## config.mk

```make
export PLATFORM = sky130hd
export DESIGN_NAME = inst_prefetch
export DESIGN_NICKNAME = d
export VERILOG_FILES = /design/src/rtl/cotm32_pkg.sv /design/src/rtl/fetch_fifo.sv /design/src/rtl/inst_prefetch.sv
export SDC_FILE = /design/constraint.sdc
export NUM_CORES = 1
export LEC_CHECK = 0
export CORE_ASPECT_RATIO = 0.6
export CORE_MARGIN = 2
export CORE_UTILIZATION = 30
export CTS_CLUSTER_SIZE = 10
export DETAILED_ROUTE_END_ITERATION = 12
export GPL_ROUTABILITY_DRIVEN = 0
export GPL_TIMING_DRIVEN = 0
export PLACE_DENSITY_LB_ADDON = 0.25
export RECOVER_POWER = 50
export SETUP_SLACK_MARGIN = 0.15
export SYNTH_ARGS = -nofsm -noshare
export SYNTH_HDL_FRONTEND = slang
export SYNTH_SLANG_ARGS = --single-unit
```

## constraint.sdc

```tcl
create_clock -name i_clk -period 5.9 [get_ports i_clk]
set_clock_uncertainty 0.2 [all_clocks]
set_input_delay 1.18 -clock i_clk [delete_from_list [all_inputs] [get_ports i_clk]]
set_output_delay 1.18 -clock i_clk [all_outputs]
set_load 0.02 [all_outputs]
```

## src/rtl/cotm32_pkg.sv

```systemverilog
// rtl/cotm32_pkg.sv - shared types and constants for the cotm32 fetch path
// Provides XLEN/INST_WIDTH, the NOP encoding, the default prefetch depth
// and the fetch_entry_t record carried from IMEM to IF/ID.
package cotm32_pkg;

    localparam int XLEN           = 32;
    localparam int INST_WIDTH     = 32;
    localparam int PREFETCH_DEPTH = 4;

    localparam logic [INST_WIDTH-1:0] INST_NOP = 32'h0000_0013;

    typedef struct packed {
        logic [XLEN-1:0]       pc;
        logic [INST_WIDTH-1:0] inst;
        logic                  misaligned;
        logic                  fault;
    } fetch_entry_t;

endpackage

```

## src/rtl/fetch_fifo.sv

```systemverilog
// rtl/fetch_fifo.sv - in-order buffer of fetch entries with flush
// Ports:
//   clk, rst_n        clock, asynchronous active-low reset
//   flush             drop all entries (wins over push/pop)
//   push, push_data   write one entry; accepted when not full or popping
//   pop               remove head entry; ignored when empty
//   head              current head entry (RESET_ENTRY after reset)
//   empty, full       occupancy flags
//   count             number of stored entries
module fetch_fifo
    import cotm32_pkg::*;
#(
    parameter int           DEPTH       = PREFETCH_DEPTH,
    parameter fetch_entry_t RESET_ENTRY = '0
) (
    input  logic                       clk,
    input  logic                       rst_n,
    input  logic                       flush,
    input  logic                       push,
    input  fetch_entry_t               push_data,
    input  logic                       pop,
    output fetch_entry_t               head,
    output logic                       empty,
    output logic                       full,
    output logic [$clog2(DEPTH):0]     count
);

    localparam int AW = $clog2(DEPTH);

    fetch_entry_t  mem [DEPTH];
    logic [AW:0]   wr_ptr;
    logic [AW:0]   rd_ptr;
    logic          do_push;
    logic          do_pop;

    // Extra pointer bit distinguishes full from empty.
    assign count   = wr_ptr - rd_ptr;
    assign empty   = (wr_ptr == rd_ptr);
    assign full    = (count == (AW + 1)'(DEPTH));
    assign do_pop  = pop && !empty;
    assign do_push = push && (!full || do_pop);
    assign head    = mem[rd_ptr[AW-1:0]];

    always_ff @(posedge clk or negedge rst_n) begin
        if (!rst_n) begin
            wr_ptr <= '0;
            rd_ptr <= '0;
            for (int i = 0; i < DEPTH; i++) begin
                mem[i] <= RESET_ENTRY;
            end
        end else if (flush) begin
            wr_ptr <= '0;
            rd_ptr <= '0;
        end else begin
            if (do_push) begin
                mem[wr_ptr[AW-1:0]] <= push_data;
                wr_ptr              <= wr_ptr + (AW + 1)'(1);
            end
            if (do_pop) begin
                rd_ptr <= rd_ptr + (AW + 1)'(1);
            end
        end
    end

endmodule

```

## src/rtl/inst_prefetch.sv

```systemverilog
// rtl/inst_prefetch.sv - instruction prefetch unit between PC redirect and IF/ID
// Ports:
//   i_clk, i_rst_n              clock, asynchronous active-low reset
//   i_redirect, i_redirect_addr branch/trap redirect and its target
//   o_req_valid, o_req_addr,
//   i_req_ready                 IMEM request handshake
//   i_rsp_valid, i_rsp_inst,
//   i_rsp_err                   in-order IMEM responses
//   o_valid, i_ready            head entry handshake towards IF/ID
//   o_pc, o_pc_4, o_inst        head entry PC, PC+4 and instruction (NOP if trapped)
//   o_t_inst_addr_misaligned,
//   o_t_inst_access_fault       head entry trap flags
module inst_prefetch
    import cotm32_pkg::*;
#(
    parameter int              DEPTH        = PREFETCH_DEPTH,
    parameter logic [XLEN-1:0] RESET_VECTOR = 32'h0000_0000
) (
    input  logic                  i_clk,
    input  logic                  i_rst_n,
    input  logic                  i_redirect,
    input  logic [XLEN-1:0]       i_redirect_addr,
    output logic                  o_req_valid,
    output logic [XLEN-1:0]       o_req_addr,
    input  logic                  i_req_ready,
    input  logic                  i_rsp_valid,
    input  logic [INST_WIDTH-1:0] i_rsp_inst,
    input  logic                  i_rsp_err,
    output logic                  o_valid,
    input  logic                  i_ready,
    output logic [XLEN-1:0]       o_pc,
    output logic [XLEN-1:0]       o_pc_4,
    output logic [INST_WIDTH-1:0] o_inst,
    output logic                  o_t_inst_addr_misaligned,
    output logic                  o_t_inst_access_fault
);

    localparam int CW = $clog2(DEPTH) + 1;

    localparam fetch_entry_t RESET_ENTRY = '{
        pc:         RESET_VECTOR,
        inst:       INST_NOP,
        misaligned: 1'b0,
        fault:      1'b0
    };

    logic [XLEN-1:0] fetch_pc;
    logic [XLEN-1:0] rsp_pc;
    logic [CW-1:0]   os;
    logic [CW-1:0]   drop;
    logic [CW-1:0]   os_next;
    logic [CW-1:0]   drop_next;
    logic            halted;
    logic            req_pend;

    fetch_entry_t    head;
    fetch_entry_t    push_data;
    logic            fifo_empty;
    logic            fifo_full;
    logic [CW-1:0]   fifo_count;
    logic            push;
    logic            pop;

    logic            aligned;
    logic            credit_ok;
    logic            req_fire;
    logic            rsp_keep;
    logic            mis_push;

    assign aligned   = (fetch_pc[1:0] == 2'b00);
    assign credit_ok = ({1'b0, fifo_count} + {1'b0, os}) < (CW + 1)'(DEPTH);

    // req_pend keeps a stalled request asserted even if a fault halts
    // fetching meanwhile; the handshake must not be withdrawn.
    assign o_req_valid = i_rst_n && !i_redirect && aligned
                         && (req_pend || (!halted && credit_ok));
    assign o_req_addr  = fetch_pc;
    assign req_fire    = o_req_valid && i_req_ready;

    assign rsp_keep = i_rsp_valid && (drop == '0) && !i_redirect;
    assign pop      = o_valid && i_ready;
    assign mis_push = !halted && !aligned && !i_redirect && !rsp_keep
                      && (!fifo_full || pop);
    assign push     = rsp_keep || mis_push;

    always_comb begin
        push_data = '{pc: fetch_pc, inst: INST_NOP, misaligned: 1'b1, fault: 1'b0};
        if (rsp_keep) begin
            push_data = '{pc: rsp_pc, inst: i_rsp_inst, misaligned: 1'b0, fault: i_rsp_err};
        end
    end

    assign os_next = os + CW'(req_fire) - CW'(i_rsp_valid);

    // drop counts responses still owed by IMEM that belong to a dead stream.
    always_comb begin
        drop_next = drop;
        if (i_redirect) begin
            drop_next = os - CW'(i_rsp_valid);
        end else begin
            if (i_rsp_valid && (drop != '0)) begin
                drop_next = drop - CW'(1);
            end
            if (rsp_keep && i_rsp_err) begin
                // Everything still in flight after this cycle is stale.
                drop_next = os_next;
            end else if (req_fire && halted) begin
                // A request held over a halt is stale on arrival.
                drop_next = drop_next + CW'(1);
            end
        end
    end

    always_ff @(posedge i_clk or negedge i_rst_n) begin
        if (!i_rst_n) begin
            fetch_pc <= RESET_VECTOR;
            rsp_pc   <= RESET_VECTOR;
            os       <= '0;
            drop     <= '0;
            halted   <= 1'b0;
            req_pend <= 1'b0;
        end else begin
            os   <= os_next;
            drop <= drop_next;
            if (i_redirect) begin
                fetch_pc <= i_redirect_addr;
                rsp_pc   <= i_redirect_addr;
                halted   <= 1'b0;
                req_pend <= 1'b0;
            end else begin
                if (req_fire) begin
                    fetch_pc <= fetch_pc + 32'd4;
                end
                if (rsp_keep) begin
                    rsp_pc <= rsp_pc + 32'd4;
                end
                if ((rsp_keep && i_rsp_err) || mis_push) begin
                    halted <= 1'b1;
                end
                req_pend <= o_req_valid && !i_req_ready;
            end
        end
    end

    fetch_fifo #(
        .DEPTH       (DEPTH),
        .RESET_ENTRY (RESET_ENTRY)
    ) u_fifo (
        .clk       (i_clk),
        .rst_n     (i_rst_n),
        .flush     (i_redirect),
        .push      (push),
        .push_data (push_data),
        .pop       (pop),
        .head      (head),
        .empty     (fifo_empty),
        .full      (fifo_full),
        .count     (fifo_count)
    );

    assign o_valid                  = !fifo_empty && !i_redirect;
    assign o_pc                     = head.pc;
    assign o_pc_4                   = head.pc + 32'd4;
    assign o_inst                   = (head.misaligned || head.fault) ? INST_NOP : head.inst;
    assign o_t_inst_addr_misaligned = head.misaligned;
    assign o_t_inst_access_fault    = head.fault && !head.misaligned;

endmodule

```

# After elaboration in Yosys (flattened, before gate mapping)
# Index checks and enable logic that the tools add are counted.
dict set report totals {
  ff_bits 342
}
dict set report classes {
  addsub 12
  n_lt_le_gt_ge 4
  eq_ne 2
  n_mux 24
  bitwise_logic 3
  n_reduce_logical 44
}
# op count
set ops {}
lappend ops {{264-bit bitwise mux} 1}
lappend ops {{66-bit 2-to-1 mux} 4}
lappend ops {{32-bit 2-to-1 mux} 5}
lappend ops {{66-bit binary-select mux with 2-bit select} 1}
lappend ops {{66-bit demux with 2-bit select} 1}
lappend ops {{32-bit by 3-bit adder with 32-bit output, second input constant} 3}
lappend ops {{3-bit 2-to-1 mux} 9}
lappend ops {{1-bit logical AND} 21}
lappend ops {{2-bit nonzero test} 5}
lappend ops {{3-bit by 1-bit adder with 3-bit output, second input constant} 3}
lappend ops {{1-bit zero test} 8}
lappend ops {{3-bit greater-or-equal comparator, second input constant} 2}
lappend ops {{1-bit logical OR} 6}
lappend ops {{2-bit NOT with 3-bit output} 2}
lappend ops {{3-bit by 1-bit subtractor with 3-bit output} 2}
lappend ops {{3-bit by 3-bit adder with 4-bit output} 1}
lappend ops {{4-bit by 3-bit < comparator with 1-bit output, second input constant} 1}
lappend ops {{3-bit by 1-bit adder with 3-bit output} 1}
lappend ops {{3-bit equality test} 1}
lappend ops {{3-bit equality test, second input constant} 1}
lappend ops {{3-bit zero test} 1}
lappend ops {{3-bit by 1-bit < comparator with 1-bit output, second input constant} 1}
lappend ops {{1-bit 2-to-1 mux} 3}
lappend ops {{3-bit nonzero test} 1}
lappend ops {{other kinds (5)} 5}

# Logic depth before layout (Yosys ltp)
# Gate-level depths: netlist (run 1).
dict set report logic_depth {
  depth_word 11
  mapped_depth 22
}

# Modules after synthesis
# From an unflattened synthesis (run 1), not the netlist that was laid out.
dict set report unflattened {
  cells_unflattened 1346
  hier_area_um2 18287.5
}
# module instances cells_per_inst area_per_inst_um2 seq_area_each_um2
set modules_own_cells {}
lappend modules_own_cells {fetch_fifo 1 694 12751.0 6771.5}
lappend modules_own_cells {inst_prefetch 1 652 5536.6 1801.7}

# Worst setup path before layout (run 1)
# Ideal clock, no wire load.
dict set report synth_timing {
  path_type {register to register}
  start {register u_fifo.rd_ptr[1]}
  end {register drop[2]}
  setup_ns 0.135
  arrival_time_ns 4.878
  required_time_ns 5.565
  setup_slack_ns 0.687
  stages_incl_launch_ff 23
  path_buffers 6
  period_less_slack_ns 5.213
  path_cell_list {dfrtp_1 -> buf_2 -> buf_2 -> buf_1 -> clkbuf_1 -> inv_1 -> fa_1 -> xnor3_1 -> ha_1 -> nor4_1 -> a21o_1 -> and3_1 -> buf_2 -> inv_1 -> buf_1 -> ha_1 -> inv_1 -> ha_1 -> fa_1 -> xnor2_1 -> xnor2_1 -> a22oi_1 -> o31ai_1}
}
dict set report synth_between {
  elab_chain_cells 11
  word_cells_on_any_way 13
  classes_between {add/sub: 4; order compare: 1; mux: 3; reduce/logical: 5}
}
# item line_no
set synth_lines {}
lappend synth_lines {{start, declared} fetch_fifo.sv:32} ;# logic [AW:0] rd_ptr;
lappend synth_lines {{start signal, assigned} fetch_fifo.sv:60} ;# rd_ptr <= rd_ptr + (AW + 1)'(1);
lappend synth_lines {{3-bit subtractor} fetch_fifo.sv:37} ;# assign count = wr_ptr - rd_ptr;
lappend synth_lines {{3-bit by 3-bit adder with 4-bit output} inst_prefetch.sv:71} ;# assign credit_ok = ({1'b0, fifo_count} + {1'b0, os}) < (CW + 1)'(DEPTH);
lappend synth_lines {{4-bit by 3-bit < comparator with 1-bit output} inst_prefetch.sv:71}
lappend synth_lines {{1-bit logical AND} inst_prefetch.sv:76} ;# && (req_pend || (!halted && credit_ok));
lappend synth_lines {{1-bit logical OR} inst_prefetch.sv:76}
lappend synth_lines {{1-bit logical AND} inst_prefetch.sv:76}
lappend synth_lines {{1-bit logical AND} inst_prefetch.sv:78} ;# assign req_fire = o_req_valid && i_req_ready;
lappend synth_lines {{3-bit by 1-bit adder with 3-bit output} inst_prefetch.sv:93} ;# assign os_next = os + CW'(req_fire) - CW'(i_rsp_valid);
lappend synth_lines {{3-bit by 1-bit subtractor with 3-bit output} inst_prefetch.sv:93}
lappend synth_lines {{net os_next[2]} inst_prefetch.sv:51} ;# logic [CW-1:0] os_next;
lappend synth_lines {{3-bit 2-to-1 mux} inst_prefetch.sv:104} ;# if (rsp_keep && i_rsp_err) begin
lappend synth_lines {{3-bit 2-to-1 mux} inst_prefetch.sv:98} ;# if (i_redirect) begin
lappend synth_lines {{net drop_next[2]} inst_prefetch.sv:52} ;# logic [CW-1:0] drop_next;
lappend synth_lines {{end signal, assigned} inst_prefetch.sv:124} ;# drop <= drop_next;
lappend synth_lines {{end, declared} inst_prefetch.sv:50} ;# logic [CW-1:0] drop;
# The timed path passes the listed nets, and every way through them passes these cells.
# A chain may end at the register's enable or synchronous reset.

# Final worst setup path (run 1)
dict set report layout_timing {
  start {input port i_redirect}
  end {output port o_req_valid}
}
dict set report layout_between {
  elab_chain_cells 4
}
# item line_no
set layout_lines {}
lappend layout_lines {{start, declared} inst_prefetch.sv:21} ;# input logic i_redirect,
lappend layout_lines {{1-bit zero test} inst_prefetch.sv:75} ;# assign o_req_valid = i_rst_n && !i_redirect && aligned
lappend layout_lines {{1-bit logical AND (2 in a row)} inst_prefetch.sv:75}
lappend layout_lines {{1-bit logical AND} inst_prefetch.sv:76}
lappend layout_lines {{end, declared} inst_prefetch.sv:23} ;# output logic o_req_valid,
# Every way passes these cells.

==> impl_metrics.json, run 1 <==
{
  "cap_violations": 2,
  "diodes": 0,
  "grt_usage_pct": 19.8,
  "ys_seq_area_share_pct": 51.3,
  "synth_nets": 1701,
  "cp_max_fo": 10,
  "via_per_inst": 5.16,
  "max_freq_mhz": 178,
  "final_antenna_net_count": 0,
  "htree_levels": 2,
  "status": "finished with violations",
  "r2r_setup_slack_ps": 430,
  "power_density_nw_per_um2": 445,
  "final_common_cell": "nand2_1",
  "insertion_delay_ps": 540,
  "r2r-end": "drop[2]$_DFF_PN0_",
  "drtIter0Drc": 1105,
  "synthArstFlopShare_pct": 100,
  "fin_crit_sh_pct": 95.5,
  "firstDrtPassIters": 5,
  "drc": 0,
  "setup_violations": 0,
  "violations": "capacitance limit, slew limit",
  "holdWs_ps": 263,
  "synth_cell_types": 52,
  "pin_count": 203,
  "max-slew-margin-rel_pct": -101,
  "worstHoldStart": "u_fifo.mem[134]$_DFFE_PN1P_",
  "core_um2": 54600,
  "hold_path_class": "reg -> reg",
  "start_kind": "primary input",
  "place_ws_ps": -1160,
  "irDropWorstVdd_mv": 0.251,
  "cts_buffers": 40,
  "antenna_found_initial": 4,
  "die_x_um": 309,
  "synthFlopType": "dfrtp_1",
  "initial_core_util_pct": 30.6,
  "hold_depth": 2,
  "nets": 1950,
  "worstMarginPinSlew_ps": 3010,
  "worstSetupPathType": "in -> out",
  "port_buffers": 202,
  "synth_edf_count": 0,
  "ctsHoldBuffers": 0,
  "netlist_instances": 1609,
  "min_to": "u_fifo.mem[134]$_DFFE_PN1P_",
  "synth-seq-cells": 342,
  "cp_data_required_time_ps": 4520,
  "vias": 13500,
  "syn2layout_area_growth_pct": 25.1,
  "path_clk_slew_ps": 60,
  "dp.final_hpwl_um": 41200,
  "layout-drive-gt1-share_pct": 11.3,
  "grt_pass1_wl_um": 86600,
  "dieArea_um2": 57700,
  "clockBufferDepth": 3,
  "layoutNonFillerInstCount": 2618,
  "cts_tree": "yes",
  "num_rows": 66,
  "avgSynthCellArea_um2": 10.4,
  "cts_root_buffer": "clkbuf_16",
  "netlist_area_um2": 16700,
  "min_period_ps": 5630,
  "wl_per_cell_um": 21.8,
  "mostFrequentLayoutCells": "nand2_1, dfrtp_1, clkdlybuf4s50_1",
  "grt_max_degree": 118,
  "r2r_start": "u_fifo.rd_ptr[1]$_DFFE_PN0P_",
  "worstRegToRegCells": 22,
  "cts.sinks": 342,
  "hold_viol": 0,
  "yosysWarnings": 0,
  "fin_ws_ps": 267,
  "total_power_mw": 9.30,
  "die_h_um": 187,
  "routed_wl_um": 57100,
  "arrival_ps": 4250,
  "grt_pass1_vias": 13600,
  "dp.cells": 2561,
  "gr-total-overflow": 0,
  "drv_slew": 126,
  "leakage_nw": 8.60,
  "end_kind": "primary output",
  "rsz0062_at_grt": "no"
}
==> what timing repair did <==
action | CTS | global route
buffers inserted | 3 | 0
gates cloned | 0 | 0
gates resized for setup | 12 | 11
endpoints found under the setup margin | 43 | 7
hold endpoints to repair | 0 | 0
pin swaps | 2 | 0
==> synthesized netlist by cell type, types with 4 or more instances <==
| library cell | count | share of area, % |
|---|---|---|
| nor3_1 | 4 | 0.12 |
| buf_1 | 6 | 0.13 |
| dfstp_2 | 12 | 1.9 |
| mux2i_1 | 29 | 1.7 |
| o21ai_0 | 163 | 4.9 |
| and2_1 | 11 | 0.41 |
| mux4_2 | 66 | 8.9 |
| nor2_1 | 37 | 0.83 |
| xnor2_1 | 42 | 2.2 |
| and3_1 | 22 | 0.82 |
| and4_1 | 5 | 0.26 |
| nand4_1 | 28 | 1.0 |
| or3_1 | 6 | 0.22 |
| nand3_1 | 34 | 1.0 |
| buf_6 | 37 | 2.5 |
| a22oi_1 | 4 | 0.18 |
| dfrtp_1 | 330 | 49 |
| o311ai_0 | 13 | 0.68 |
| o21ai_1 | 136 | 4.1 |
| nand2_4 | 4 | 0.27 |
| buf_4 | 4 | 0.18 |
| mux2_2 | 7 | 0.47 |
| o21ai_2 | 10 | 0.52 |
| clkbuf_1 | 46 | 1.0 |
| a21oi_1 | 20 | 0.60 |
| nand2_1 | 377 | 8.5 |
| nor2b_1 | 30 | 1.1 |
| inv_1 | 26 | 0.58 |
| buf_2 | 9 | 0.27 |
| a31oi_1 | 5 | 0.19 |
| xor2_1 | 27 | 1.4 |
| ha_1 | 19 | 1.4 |
| o211ai_1 | 12 | 0.54 |
==> where the power goes <==
part / switching [mW] / internal (mW) / leakage, nW
Sequential: 0.367 / 2.96 / 4.46
Combinational: 2.13 / 1.57 / 3.59
Clock: 0.971 / 1.30 / 0.552
Total: 3.47 / 5.83 / 8.60
==> worst max-delay path by stage <==
stage,from,endpoint,slack (ps),depth (start not counted)
3_5_place_dp,u_fifo.rd_ptr[1]$_DFFE_PN0P_,drop[2]$_DFF_PN0_,-1160,22
6_report,i_redirect,o_req_valid,270,7
3_3_place_gp,i_rst_n,u_fifo.mem[10]$_DFFE_PN0P_,-11660,1
4_1_cts,u_fifo.rd_ptr[1]$_DFFE_PN0P_,drop[2]$_DFF_PN0_,140,22
2_1_floorplan,u_fifo.rd_ptr[1]$_DFFE_PN0P_,drop[2]$_DFF_PN0_,690,22
5_1_grt,u_fifo.rd_ptr[1]$_DFFE_PN0P_,drop[2]$_DFF_PN0_,170,22
==> per-layer routing <==
metal	wire length [um]	vias to the layer above	track usage, %
li1	-	6114	-
met1	27200	6865	30.4
met2	24600	483	28.5
met3	4650	46	4.66
met4	578	0	2.91
met5	0	-	0
==> flip-flops by register name, summed over array words and instances (netlist names) <==
name,cells
o_req_addr,32
halted,1
u_fifo.rd_ptr,3
u_fifo.wr_ptr,3
drop,3
rsp_pc,32
os,3
req_pend,1
u_fifo.mem,264
==> stage by stage <==
| step | setup TNS, ps | area (um^2) | utilization [%] |
|---|---|---|---|
| 2_1_floorplan | 0 | 16700 | - |
| 3_3_place_gp | -4295870 | 19700 | 36.0 |
| 3_5_place_dp | -4900 | 19700 | 36.1 |
| 4_1_cts | 0 | 20900 | 38.3 |
| 5_1_grt | 0 | 20900 | 38.3 |
| 6_report | 0 | 20900 | 38.3 |
==> final cells by class <==
| class | count | area (um^2) |
|---|---|---|
| Inverter | 27 | 101 |
| Timing Repair Buffer | 207 | 2100 |
| Clock buffer | 52 | 1110 |
| Tap cell | 748 | 936 |
| Clock inverter | 2 | 21.3 |
| Multi-Input combinational cell | 1138 | 7350 |
| Sequential cell | 342 | 8570 |
| Buffer | 102 | 717 |
| Fill cell | 5380 | 33700 |
==> kinds of logic (layout without fill, tap and decap cells) <==
| kind of cell | Yosys count | in the layout | share of synthesized area (%) |
|---|---|---|---|
| buffers and inverters | 129 | 390 | 4.72 |
| AOI/OAI and AO/OA | 373 | 373 | 12.2 |
| xor gates and xnor gates | 70 | 70 | 3.75 |
| DFF | 342 | 342 | 51.3 |
| adders and majority gates | 21 | 21 | 1.66 |
| muxes | 102 | 102 | 11.1 |
| and+or+nand+nor | 572 | 572 | 15.2 |
==> critical path: stages <==
cell and delay (ps):
dlygate4sd3_1 600, clkbuf_1 310, inv_1 380, clkbuf_1 690
nand4_1 230, nor2_1 220, clkdlybuf4s50_1 630
Power figures use the tool's default switching activity.
==> run 2, diff against run 1 <==
- CORE_UTILIZATION: 30 -> 56
==> run 2 against run 1 <==
Effect of this change: the run still ends with capacitance limit, slew limit left; sequential power barely moved; setup slack got worse by 110 ps; combinational power barely moved; worst hold slack improved by 3.5 ps; clock-buffer cell count did not move; global-route usage rose by 14 points; largest cell class unchanged.
==> impl_metrics.json, run 2 (synthesis results as in run 1) <==
{
  "clockBufferDepth": 3,
  "core_um2": 29100,
  "grt_pass1_vias": 14000,
  "gr-total-overflow": 0,
  "power_density_nw_per_um2": 453,
  "max-slew-margin-rel_pct": -59.4,
  "worstMarginPinSlew_ps": 2390,
  "htree_levels": 2,
  "hold_viol": 0,
  "hold_path_class": "reg -> reg",
  "max_freq_mhz": 174,
  "num_rows": 48,
  "dp.cells": 2214,
  "routed_wl_um": 51500,
  "wl_per_cell_um": 22.7,
  "cts_tree": "yes",
  "nets": 1949,
  "status": "finished with violations",
  "final_common_cell": "nand2_1",
  "cp_max_fo": 10,
  "arrival_ps": 4370,
  "ff_latch_area_um2": 8570,
  "drtIter0Drc": 1539,
  "mostFrequentLayoutCells": "nand2_1, dfrtp_1, clkdlybuf4s50_1",
  "worstSetupPathType": "in -> out",
  "largest_reg_flops": 264,
  "port_buffers": 202,
  "grt_pass1_wl_um": 80400,
  "diodes": 0,
  "cts_buffers": 40,
  "cp_data_required_time_ps": 4520,
  "nFillCells": 2176,
  "initial_core_util_pct": 57.5,
  "regMostFlops": "u_fifo.mem",
  "cts.sinks": 342,
  "worstRegToRegCells": 22,
  "leakage_nw": 8.56,
  "insertion_delay_ps": 540,
  "die_x_um": 227,
  "grt_max_degree": 99,
  "firstDrtPassIters": 6,
  "vias": 14200,
  "cap_violations": 2,
  "setup_violations": 0,
  "fin_crit_sh_pct": 97.4,
  "irDropWorstVdd_mv": 0.280,
  "dp.final_hpwl_um": 37200,
  "die_h_um": 138,
  "syn2layout_area_growth_pct": 22.4,
  "end_kind": "primary output",
  "start_kind": "primary input",
  "path_clk_slew_ps": 50,
  "dieArea_um2": 31300,
  "layoutNonFillerInstCount": 2269,
  "drc": 0,
  "min_period_ps": 5750,
  "pin_count": 203,
  "violations": "capacitance limit, slew limit",
  "hold_depth": 2,
  "grt_usage_pct": 34.2,
  "layout-drive-gt1-share_pct": 11.2,
  "cts_root_buffer": "clkbuf_16",
  "drv_slew": 182,
  "multi_input_area_um2": 7360,
  "finalSetupTns_ps": 0,
  "rsz0062_at_grt": "yes",
  "via_per_inst": 6.28,
  "final_antenna_net_count": 0,
  "antenna_found_initial": 2
}
## run 2: cell types whose count changed in the layout (fill, tap and decap cells not counted), sizes merged
| cell | change |
|---|---|
| clkdlybuf4s50 | +2 |
| buf | -1 |
| clkinv | -1 |
| clkinvlp | +1 |
| dlygate4sd2 | -1 |
| dlymetal6s2s | -1 |
## run 2: cell type report
type,instances,area share (%)
flip-flops and latches,342,41.9
multi-input cells,1138,36.0
repair buffers,206,10.1
clock buffers,52,5.32
plain buffers,102,3.52
well taps,400,2.45
inverters,27,0.514
clock inverters,2,0.122
## run 2: per-stage QoR
step / setup slack [ps] / instance area [um^2] / hold WS, ps / utilization [%] / power (mW)
2_1_floorplan: 687 / 16700 / 243 / - / 5.47
3_3_place_gp: -11000 / 19200 / 252 / 66.2 / 6.85
3_5_place_dp: -1160 / 19300 / 256 / 66.5 / 7.00
4_1_cts: 172 / 20500 / 266 / 70.4 / 9.23
5_1_grt: 81.4 / 20400 / 298 / 70.4 / 9.69
6_report: 154 / 20400 / 266 / 70.4 / 9.26
## run 2: timing repair
item                       CTS  global route
hold buffers                 0             0
setup buffers                1             0
setup endpoints to repair   33             9
gates resized for setup     10             8
pin swaps                    0             0
## run 2: path summary, 6_finish.rpt
path	start	to	slack (ps)
setup / recovery	i_redirect	o_req_valid	150
hold / removal	u_fifo.mem[135]$_DFFE_PN1P_	u_fifo.mem[135]$_DFFE_PN1P_	270
setup reg to reg	u_fifo.rd_ptr[1]$_DFFE_PN0P_	drop[2]$_DFF_PN0_	340
hold reg to reg	u_fifo.mem[135]$_DFFE_PN1P_	u_fifo.mem[135]$_DFFE_PN1P_	270
max in group asynchronous	i_rst_n	u_fifo.rd_ptr[1]$_DFFE_PN0P_	2160
min in group asynchronous	i_rst_n	u_fifo.mem[176]$_DFFE_PN0P_	410
## run 2: critical path, stage by stage
cell and delay, ps:
dlygate4sd3_1 650, clkbuf_1 270, inv_1 350, clkbuf_1 700, nand4_1 360, nor2_1 230, clkdlybuf4s50_1 630
## run 2: per-layer routing
layer	global-route usage, %	routed length, um	share of wire, %	vias to the layer above
met4	9.01	1020	2.0	6
met1	50.8	21700	42	7180
met2	49.2	22600	44	838
li1	-	-	-	6135
met5	0	44	0.085	-
met3	10.4	6210	12	87
## run 2: power by group
part           leakage [nW]  total (mW)  switching [mW]  internal (mW)
clock network         0.541        2.23           0.947           1.28
logic                  3.56        3.68            2.10           1.58
registers              4.46        3.35           0.390           2.96
total                  8.56        9.26            3.44           5.82
